`src/rtl/spi_pkg.sv`:
```
// Shared types and constants for the SPI transfer controller.
package spi_pkg;

  // Transfer sequencer states.
  typedef enum logic [1:0] {
    IDLE = 2'd0,
    LOAD = 2'd1,
    XFER = 2'd2,
    DONE = 2'd3
  } spi_state_e;

  // Eight bits take sixteen SCLK edges.
  localparam int EDGES_PER_BYTE = 16;

  // Smallest half-period the baud generator can run with.
  localparam int MIN_HALF = 2;

  // Width of a half-period value: H can reach 2048.
  localparam int HALF_W = 12;

  // The divisor is D = (sppr+1) * 2^(spr+2), and the half-period is H = D/2.
  // The result therefore ranges from 2 to 2048.
  function automatic logic [HALF_W-1:0] half_period(input logic [2:0] sppr,
                                                    input logic [2:0] spr);
    logic [HALF_W-1:0] h;
    h = ({9'd0, sppr} + 12'd1) << ({1'b0, spr} + 4'd1);
    if (h < HALF_W'(MIN_HALF)) h = HALF_W'(MIN_HALF);
    return h;
  endfunction

endpackage

```
`src/rtl/spi_xfer_ctrl_if.sv`:
```
// Register-file side and shift_reg side signals of the SPI transfer controller.
//
// Handshake: start is a one-cycle request with no ready/back-pressure. The
// controller accepts it only when idle with spe&mstr high; otherwise it is
// dropped. send_data, receive_data and spif are single-cycle strobes.
// tip is a level that stays high from the load cycle to the last SCLK edge.
interface spi_xfer_ctrl_if;
  import spi_pkg::*;

  logic       spe;
  logic       mstr;
  logic       cpol;
  logic       cpha;
  logic [2:0] sppr;
  logic [2:0] spr;
  logic       start;

  logic       send_data;
  logic       ss;
  logic       sclk;
  logic       flag_low;
  logic       flag_high;
  logic       flags_low;
  logic       flags_high;
  logic       receive_data;
  logic       tip;
  logic       spif;
  spi_state_e state_dbg;

  // The controller's side of the interface.
  modport slave (
    input  spe, mstr, cpol, cpha, sppr, spr, start,
    output send_data, ss, sclk, flag_low, flag_high, flags_low, flags_high,
           receive_data, tip, spif, state_dbg
  );

  // The register file's side of the interface.
  modport master (
    output spe, mstr, cpol, cpha, sppr, spr, start,
    input  send_data, ss, sclk, flag_low, flag_high, flags_low, flags_high,
           receive_data, tip, spif, state_dbg
  );
endinterface

```
`src/rtl/spi_baud_gen.sv`:
```
// Half-period counter, SCLK generator and the shift_reg edge-timing flags.
module spi_baud_gen #(
  parameter int HW = 12
) (
  input  logic          PCLK,
  input  logic          PRESETn,
  input  logic          en,
  input  logic          cpol,
  input  logic [HW-1:0] half,
  output logic          sclk_edge,
  output logic          sclk,
  output logic          flag_low,
  output logic          flag_high,
  output logic          flags_low,
  output logic          flags_high
);

  logic [HW-1:0] bc;
  logic          at_last;
  logic          at_prev;

  // Last and second-to-last count of a half-period. Both are gated by en, so
  // SCLK and the flags are quiet whenever the transfer is not running.
  assign at_last   = en && (bc == half - HW'(1));
  assign at_prev   = en && (bc == half - HW'(2));
  assign sclk_edge = at_last;

  // Half-period counter: wraps at H-1 and is held at 0 outside a transfer.
  always_ff @(posedge PCLK or negedge PRESETn) begin
    if (!PRESETn)             bc <= '0;
    else if (!en || at_last)  bc <= '0;
    else                      bc <= bc + HW'(1);
  end

  // SCLK follows cpol when idle and toggles at the end of each half-period.
  always_ff @(posedge PCLK or negedge PRESETn) begin
    if (!PRESETn)      sclk <= 1'b0;
    else if (!en)      sclk <= cpol;
    else if (at_last)  sclk <= ~sclk;
  end

  // Registered edge flags. Each flag appears one cycle after its condition.
  // The flags_* variants lead the flag_* variants by one cycle.
  always_ff @(posedge PCLK or negedge PRESETn) begin
    if (!PRESETn) begin
      flag_low   <= 1'b0;
      flag_high  <= 1'b0;
      flags_low  <= 1'b0;
      flags_high <= 1'b0;
    end else begin
      flag_low   <= at_last && !sclk;
      flag_high  <= at_last &&  sclk;
      flags_low  <= at_prev && !sclk;
      flags_high <= at_prev &&  sclk;
    end
  end

endmodule

```
`src/rtl/spi_xfer_ctrl.sv`:
```
// Sequences one 8-bit SPI master transfer: load, 16 SCLK edges, done strobe.
module spi_xfer_ctrl
  import spi_pkg::*;
#(
  parameter int CNT_W = 10
) (
  input  logic             PCLK,
  input  logic             PRESETn,
  spi_xfer_ctrl_if.slave   bus
);

  // The half-period and its counter carry two bits beyond CNT_W.
  // This lets the largest sppr/spr setting (H=2048) count correctly.
  localparam int HW = CNT_W + 2;

  spi_state_e    state;
  spi_state_e    next_state;
  logic          run_ok;
  logic          baud_en;
  logic          sclk_edge;
  logic [4:0]    ec;
  logic [HW-1:0] h_q;

  // Dropping spe or mstr aborts a transfer in any state.
  assign run_ok  = bus.spe && bus.mstr;
  // Gating with run_ok sends SCLK back to cpol in the same cycle as an abort.
  assign baud_en = (state == XFER) && run_ok;

  spi_baud_gen #(.HW(HW)) u_baud (
    .PCLK       (PCLK),
    .PRESETn    (PRESETn),
    .en         (baud_en),
    .cpol       (bus.cpol),
    .half       (h_q),
    .sclk_edge  (sclk_edge),
    .sclk       (bus.sclk),
    .flag_low   (bus.flag_low),
    .flag_high  (bus.flag_high),
    .flags_low  (bus.flags_low),
    .flags_high (bus.flags_high)
  );

  // State register.
  always_ff @(posedge PCLK or negedge PRESETn) begin
    if (!PRESETn) state <= IDLE;
    else          state <= next_state;
  end

  // Edge counter and baud setting. Both are sampled at LOAD and held for the
  // whole transfer.
  always_ff @(posedge PCLK or negedge PRESETn) begin
    if (!PRESETn) begin
      ec  <= '0;
      h_q <= '0;
    end else if (state == LOAD) begin
      ec  <= '0;
      h_q <= HW'(half_period(bus.sppr, bus.spr));
    end else if (sclk_edge) begin
      ec  <= ec + 5'd1;
    end
  end

  // Next-state logic. An abort overrides every other transition.
  always_comb begin
    next_state = state;
    unique case (state)
      IDLE: if (bus.start && run_ok) next_state = LOAD;
      LOAD: next_state = XFER;
      XFER: if (sclk_edge && (ec == 5'(EDGES_PER_BYTE - 1))) next_state = DONE;
      DONE: next_state = IDLE;
      default: next_state = IDLE;
    endcase
    if (!run_ok) next_state = IDLE;
  end

  // Outputs decoded from the state register. A reset forces them at once.
  assign bus.send_data    = (state == LOAD);
  assign bus.tip          = (state == LOAD) || (state == XFER);
  assign bus.ss           = !bus.tip;
  assign bus.receive_data = (state == DONE);
  assign bus.spif         = (state == DONE);
  assign bus.state_dbg    = state;

endmodule
```
`src/flat_wrapper.sv`:
```
// flat-port wrapper written by rule: the top's interface ports become plain ports
module spi_xfer_ctrl_flat import spi_pkg::*;
#(
  parameter int CNT_W = 10
)
  (PCLK, PRESETn, bus_spe, bus_mstr, bus_cpol, bus_cpha, bus_sppr, bus_spr, bus_start, bus_send_data, bus_ss, bus_sclk, bus_flag_low, bus_flag_high, bus_flags_low, bus_flags_high, bus_receive_data, bus_tip, bus_spif, bus_state_dbg);
  spi_xfer_ctrl_if bus_i ();
  input  logic PCLK;
  input  logic PRESETn;
  input wire logic [$bits(bus_i.spe)-1:0] bus_spe;
  input wire logic [$bits(bus_i.mstr)-1:0] bus_mstr;
  input wire logic [$bits(bus_i.cpol)-1:0] bus_cpol;
  input wire logic [$bits(bus_i.cpha)-1:0] bus_cpha;
  input wire logic [$bits(bus_i.sppr)-1:0] bus_sppr;
  input wire logic [$bits(bus_i.spr)-1:0] bus_spr;
  input wire logic [$bits(bus_i.start)-1:0] bus_start;
  output wire logic [$bits(bus_i.send_data)-1:0] bus_send_data;
  output wire logic [$bits(bus_i.ss)-1:0] bus_ss;
  output wire logic [$bits(bus_i.sclk)-1:0] bus_sclk;
  output wire logic [$bits(bus_i.flag_low)-1:0] bus_flag_low;
  output wire logic [$bits(bus_i.flag_high)-1:0] bus_flag_high;
  output wire logic [$bits(bus_i.flags_low)-1:0] bus_flags_low;
  output wire logic [$bits(bus_i.flags_high)-1:0] bus_flags_high;
  output wire logic [$bits(bus_i.receive_data)-1:0] bus_receive_data;
  output wire logic [$bits(bus_i.tip)-1:0] bus_tip;
  output wire logic [$bits(bus_i.spif)-1:0] bus_spif;
  output wire logic [$bits(bus_i.state_dbg)-1:0] bus_state_dbg;
  assign bus_i.spe = bus_spe;
  assign bus_i.mstr = bus_mstr;
  assign bus_i.cpol = bus_cpol;
  assign bus_i.cpha = bus_cpha;
  assign bus_i.sppr = bus_sppr;
  assign bus_i.spr = bus_spr;
  assign bus_i.start = bus_start;
  assign bus_send_data = bus_i.send_data;
  assign bus_ss = bus_i.ss;
  assign bus_sclk = bus_i.sclk;
  assign bus_flag_low = bus_i.flag_low;
  assign bus_flag_high = bus_i.flag_high;
  assign bus_flags_low = bus_i.flags_low;
  assign bus_flags_high = bus_i.flags_high;
  assign bus_receive_data = bus_i.receive_data;
  assign bus_tip = bus_i.tip;
  assign bus_spif = bus_i.spif;
  assign bus_state_dbg = bus_i.state_dbg;
  spi_xfer_ctrl #(.CNT_W(CNT_W)) u_core (.PCLK(PCLK), .PRESETn(PRESETn), .bus(bus_i));
endmodule
```
`config.mk`:
```
export PLATFORM = sky130hd
export DESIGN_NAME = spi_xfer_ctrl_flat
export DESIGN_NICKNAME = d
export VERILOG_FILES = /design/src/rtl/spi_pkg.sv /design/src/rtl/spi_xfer_ctrl_if.sv /design/src/rtl/spi_baud_gen.sv /design/src/rtl/spi_xfer_ctrl.sv /design/src/flat_wrapper.sv
export SDC_FILE = /design/constraint.sdc
export NUM_CORES = 1
export LEC_CHECK = 0
export BUFFER_PORTS_ARGS = -buffer_cell sky130_fd_sc_hd__buf_4
export CAP_MARGIN = 30
export CELL_PAD_IN_SITES_DETAIL_PLACEMENT = 2
export CELL_PAD_IN_SITES_GLOBAL_PLACEMENT = 2
export CORE_UTILIZATION = 39
export DETAILED_ROUTE_END_ITERATION = 8
export GPL_TIMING_DRIVEN = 1
export PLACE_DENSITY_LB_ADDON = 0.1
export SLEW_MARGIN = 40
export SYNTH_ARGS = -nofsm -noshare
export SYNTH_HDL_FRONTEND = slang
export SYNTH_SLANG_ARGS = --single-unit
```
`constraint.sdc`:
```
create_clock -name PCLK -period 6.9 [get_ports PCLK]
set_input_delay 0 -clock PCLK [delete_from_list [all_inputs] [get_ports PCLK]]
set_output_delay 0 -clock PCLK [all_outputs]
set_load 0.05 [all_outputs]
```
# Word level (Yosys, flattened, before mapping)
# Cells that the tools add are included.
# op_classes
n_lt_le_gt_ge	1
n_reduce_logical	18
mux	10
n_eq_ne	9
addsub	6
n_shift	1
n_bitwise	1
# op_table
operator	n
12-bit equality test	2
12-bit two-way mux	2
12-bit by 1-bit adder with 12-bit output, second input constant	1
12-bit by 2-bit less-than comparator with 1-bit output, second input constant	1
12-bit by 4-bit left shift with 12-bit output	1
12-bit by 1-bit subtractor with 12-bit output, second input constant	1
12-bit by 2-bit subtractor with 12-bit output, second input constant	1
1-bit logical AND	10
5-bit two-way mux	2
3-bit by 1-bit adder with 4-bit output, second input constant	2
2-bit case mux with 4 select lines	1
2-bit two-way mux	3
3-bit != test, second input constant	2
5-bit by 1-bit adder with 5-bit output, second input constant	1
5-bit by 4-bit equality test with 1-bit output, second input constant	1
2-bit equality test, second input constant	2
1-bit zero test	3
2-bit by 1-bit equality test with 1-bit output, second input constant	1
2-bit zero test	1
1-bit logical OR	2
1-bit two-way mux	2
2-bit by 1-bit != test with 1-bit output, second input constant	1
2-bit AND reduction	1
2-bit nonzero test	1
1-bit inverter	1
# word_totals
regBits	36
output_inout_bits	12
inputBits	13

# Depth between registers and ports, before layout
# depth
ltp_word	7
ltp_mapped	10
ltp_nobuf	8

# Hierarchy
# From an unflattened synthesis, not the netlist that was laid out.
# unflattened
cells_unflattened	310
area_unflattened_um2	2686.3
# modules_own_cells
mod	seq_area_each_um2	area_each_um2	n_inst	cells_per_inst
spi_baud_gen	425.4	1400.1	1	169
spi_xfer_ctrl	475.5	1286.2	1	141

# Worst setup path after synthesis
# Ideal clock, no wire load.
# synth_timing
path_type	register -> register
from	reg u_core.h_q[1]
to	reg u_core.ec[0]
path_stages_with_launch	9
t_arrival_ns	2.348
setup_slack_ns	4.427
path_cell_list	dfrtp_1 > inv_1 > ha_1 > nor4b_1 > xor2_1 > nor4_1 > nand4_4 > nor3_4 > mux2_2
# synth_between
elab_chain_len	4
# synth_rtl
item	line	source
start, declared	spi_xfer_ctrl.sv:22	logic [HW-1:0] h_q;
start signal, assigned	spi_xfer_ctrl.sv:57	h_q <= HW'(half_period(bus.sppr, bus.spr));
12-bit by 1-bit subtractor with 12-bit output	spi_baud_gen.sv:24	assign at_last = en && (bc == half - HW'(1));
12-bit equality test	spi_baud_gen.sv:24	
1-bit logical AND	spi_baud_gen.sv:24	
2-bit nonzero test (no source line)	--	
end signal, assigned	spi_xfer_ctrl.sv:59	ec <= ec + 5'd1;
end, declared	spi_xfer_ctrl.sv:21	logic [4:0] ec;
# Every way passes these cells.
# A chain may end at the register's enable or synchronous reset.

# Worst setup path after layout
# layout_timing
from	reg u_core.h_q[2]
to	reg u_core.ec[4]
# The elaborated chain is that of the path after synthesis.

==> flow_summary.ini <==
[clock_network]
path_clk_slew_ns = 0.08
root_buffer = clkbuf_8
cts_num_sinks = 36
ctsHoldBuffers = 2
cts_htree_levels = 2
insertion_delay_ns = 0.29
cts_resized = 0
cts_setup_buffers = 0
cts_tree = done
clk_path_buf_depth = 2
numCtsBuffers = 5

[timing]
period_share_pct = 45.5
rsz0062_at_grt = no
tightest_slew_ns = 0.715
slew_headroom_pct = 52.2
period_minus_slack_ns = 3.14
setup_viol = 0
timing.final.ws_setup_ns = 3.76
clock.fmax_mhz = 318
hold_viol_final = 0
drv_slew = 0
tns_ns = 0
fin_skew_ns = 0.0106

[setup_path]
r2r_end = u_core.ec[4]
critPathLaunchType = flop
crit_fanout = 8
crit_type = flop to flop
end_kind = flop
reg2reg_depth = 8
regToRegStartpoint = u_core.h_q[2]
arrival_ns = 3.32
crit_required_ns = 7.08
rrSetupSlack_ns = 3.76

[pwr]
combinationalPowerShare_pct = 39.6
p_seq_share_pct = 39.1
swShare_pct = 40.5
ir_drop_v = 0.0000934
switchingPower_w = 0.000274
p_int_w = 0.000402
power_per_cell_area_nw_per_um2 = 227
leakagePower_nw = 1.28
power.share.clock_pct = 21.3

[placement]
io_buffers = 23
gp_congestion = 0.801
dpl_worst_slack_ns = 3.79
dp_hpwl_um = 5510
dp.cells = 390

[global_routing]
grt_overflow = 0
grt_pass1_vias = 2420
antenna_found_initial = 0
grt_pass1_wl_um = 12300
grt_start_max_net_pins = 37
grt_usage_pct = 21.8

[route]
totalWireLength_um = 7150
vias = 2270
drtIter0Drc = 69
wl_per_cell_um = 17.9
drcViolationCount = 2
ant_nets = 0
viasPerCell = 5.69
dr.pass1.iters = 8

[yosys]
synth_cell_types = 51
synth_area_sq_um = 2680
synth-seq-cells = 36
synth.area.top_cells = dfrtp_1, xnor2_1, ha_1
yosys_warnings = 0
async_reset_ff_share_pct = 100
synth_top_area_share_pct = 33.6
syn_area_per_cell_sq_um = 8.70
synth-main-ff-cell = dfrtp_1
synth_compound_area_share_pct = 12.2
yosys.area_share.simple_pct = 27.3
synthesis.nets = 333
synthCells = 308
synth_edf_count = 0
synth_top_family_by_area = simple AND/OR/NAND/NOR gates
yosysTopAreaCell = dfrtp_1
synthMuxAreaShare_pct = 4.39
synth-adder-area-share_pct = 5.60
synthXorXnorAreaFrac_pct = 11.1
ys_seq_area_share_pct = 33.6

[die]
io_pins = 25
die_h_um = 84.9
dieArea_sq_um = 7210
coreArea_sq_um = 6490
die_w_um = 84.9
start_util_pct = 41.3
rows = 29

[cells_and_area]
drive_gt1_share_pct = 14.0
fin_util_pct = 45.7
fill_cells = 754
areaGrowthSynthToFinish_pct = 10.7
antenna_cells = 0
finalNonFillerCells = 399
fin_nets = 347

[status]
status = finished with violations
violations = design-rule violations

[min_path]
hold_class = input port to flop
whs_path_depth = 3
min_from = bus_cpol
min_to = u_core.u_baud.sclk

[job]
cap_violations = 0
-- registers in the layout (all words and copies together) (netlist names) --
name                      cells
u_core.bus.state_dbg          2
u_core.ec                     5
u_core.h_q                   12
u_core.u_baud.bc             12
u_core.u_baud.flag_high       1
u_core.u_baud.flag_low        1
u_core.u_baud.flags_high      1
u_core.u_baud.flags_low       1
u_core.u_baud.sclk            1
-- critical path: stages (launching register included) --
cell and delay [ns]:
dfrtp_1 0.44, inv_1 0.11, ha_1 0.33, nor4b_1 0.38, xor2_1 0.13, nor4_1 0.64, nand4_4 0.27, nor3_4 0.35
mux2_2 0.38
-- how the worst max path moves through the flow --
stage                             start  cells after the start  slack, ns              endpoint
final                     u_core.h_q[2]                      8       3.76          u_core.ec[4]
after detailed placement  u_core.h_q[2]                      8       3.79          u_core.ec[4]
after floorplan           u_core.h_q[1]                      8       4.43          u_core.ec[0]
after global routing      u_core.h_q[2]                      8       3.56          u_core.ec[0]
after global placement    u_core.h_q[2]                      8       3.76  u_core.u_baud.bc[10]
after CTS                 u_core.h_q[2]                      8       3.75          u_core.ec[4]
-- power by group through the flow --
stage / logic [W] / registers, W / clock network, W
2_1_floorplan: 0.000219 / 0.000246 / 0
3_3_place_gp: 0.000253 / 0.000268 / 0
3_5_place_dp: 0.000264 / 0.000269 / 0
4_1_cts: 0.000269 / 0.000265 / 0.000151
5_1_grt: 0.000298 / 0.000268 / 0.000160
6_report: 0.000267 / 0.000264 / 0.000144
-- layout make-up --
cell class                 instances  area (sq um)  share of cell area (%)
sequential                        36           901                    30.4
inverter                          19          71.3                    2.40
timing repair buffer              25           193                    6.49
clock inverter                     1          5.00                   0.169
tap                               77          96.3                    3.25
multi-input combinational        235          1630                    54.9
clock buffer                       6          72.6                    2.45
-- cells in the mapped netlist, drive strengths merged (2+ instances only) --
cell type / instances
nand4: 9
and2: 4
a21oi: 11
xnor2: 20
clkbuf: 11
a31oi: 5
nand2: 14
or3: 4
nor2b: 10
nor3b: 3
o31ai: 2
nand2b: 6
nor2: 34
nand3b: 2
buf: 7
nand3: 18
nor4b: 2
xor2: 14
or4: 2
o21ai: 9
nor4: 5
ha: 12
dfrtp: 36
mux2i: 5
nor3: 7
mux2: 6
and3: 8
o22ai: 8
inv: 19
-- metal layers --
| metal | wire (um) | track usage (%) |
|---|---|---|
| met5 | 0 | 0 |
| met1 | 3480 | 29.0 |
| met4 | 66 | 5.08 |
| met3 | 136 | 3.21 |
| met2 | 3460 | 37.6 |
-- through the flow --
step           area, sq um  hold WS, ns  total power [W]
2_1_floorplan         2680       -0.296         0.000466
3_3_place_gp          2860      -0.0110         0.000521
3_5_place_dp          2870     -0.00596         0.000533
4_1_cts               2970     0.000811         0.000685
5_1_grt               2970      0.00801         0.000726
6_report              2970      0.00221         0.000675
-- logic make-up (layout without fill, tap and decap cells) --
group / count (synthesis) / count (layout)
adders and majority gates: 12 / 12
buffers and inverters: 37 / 51
and+or+nand+nor: 129 / 129
DFF: 36 / 36
xor gates and xnor gates: 34 / 34
muxes: 11 / 11
AOI/OAI and AO/OA: 49 / 49
-- cells in the final DEF, fill, tap and decap left out, drive strengths merged, types with 5 or more instances in the layout --
| cell type | count |
|---|---|
| a21oi | 11 |
| a31oi | 5 |
| and3 | 8 |
| buf | 23 |
| clkbuf | 6 |
| dfrtp | 36 |
| ha | 12 |
| inv | 19 |
| mux2 | 6 |
| mux2i | 5 |
| nand2 | 14 |
| nand2b | 6 |
| nand3 | 18 |
| nand4 | 9 |
| nor2 | 34 |
| nor2b | 10 |
| nor3 | 7 |
| nor4 | 5 |
| o21ai | 9 |
| o22ai | 8 |
| xnor2 | 20 |
| xor2 | 14 |
No activity file was read; power rests on OpenSTA's default activity.
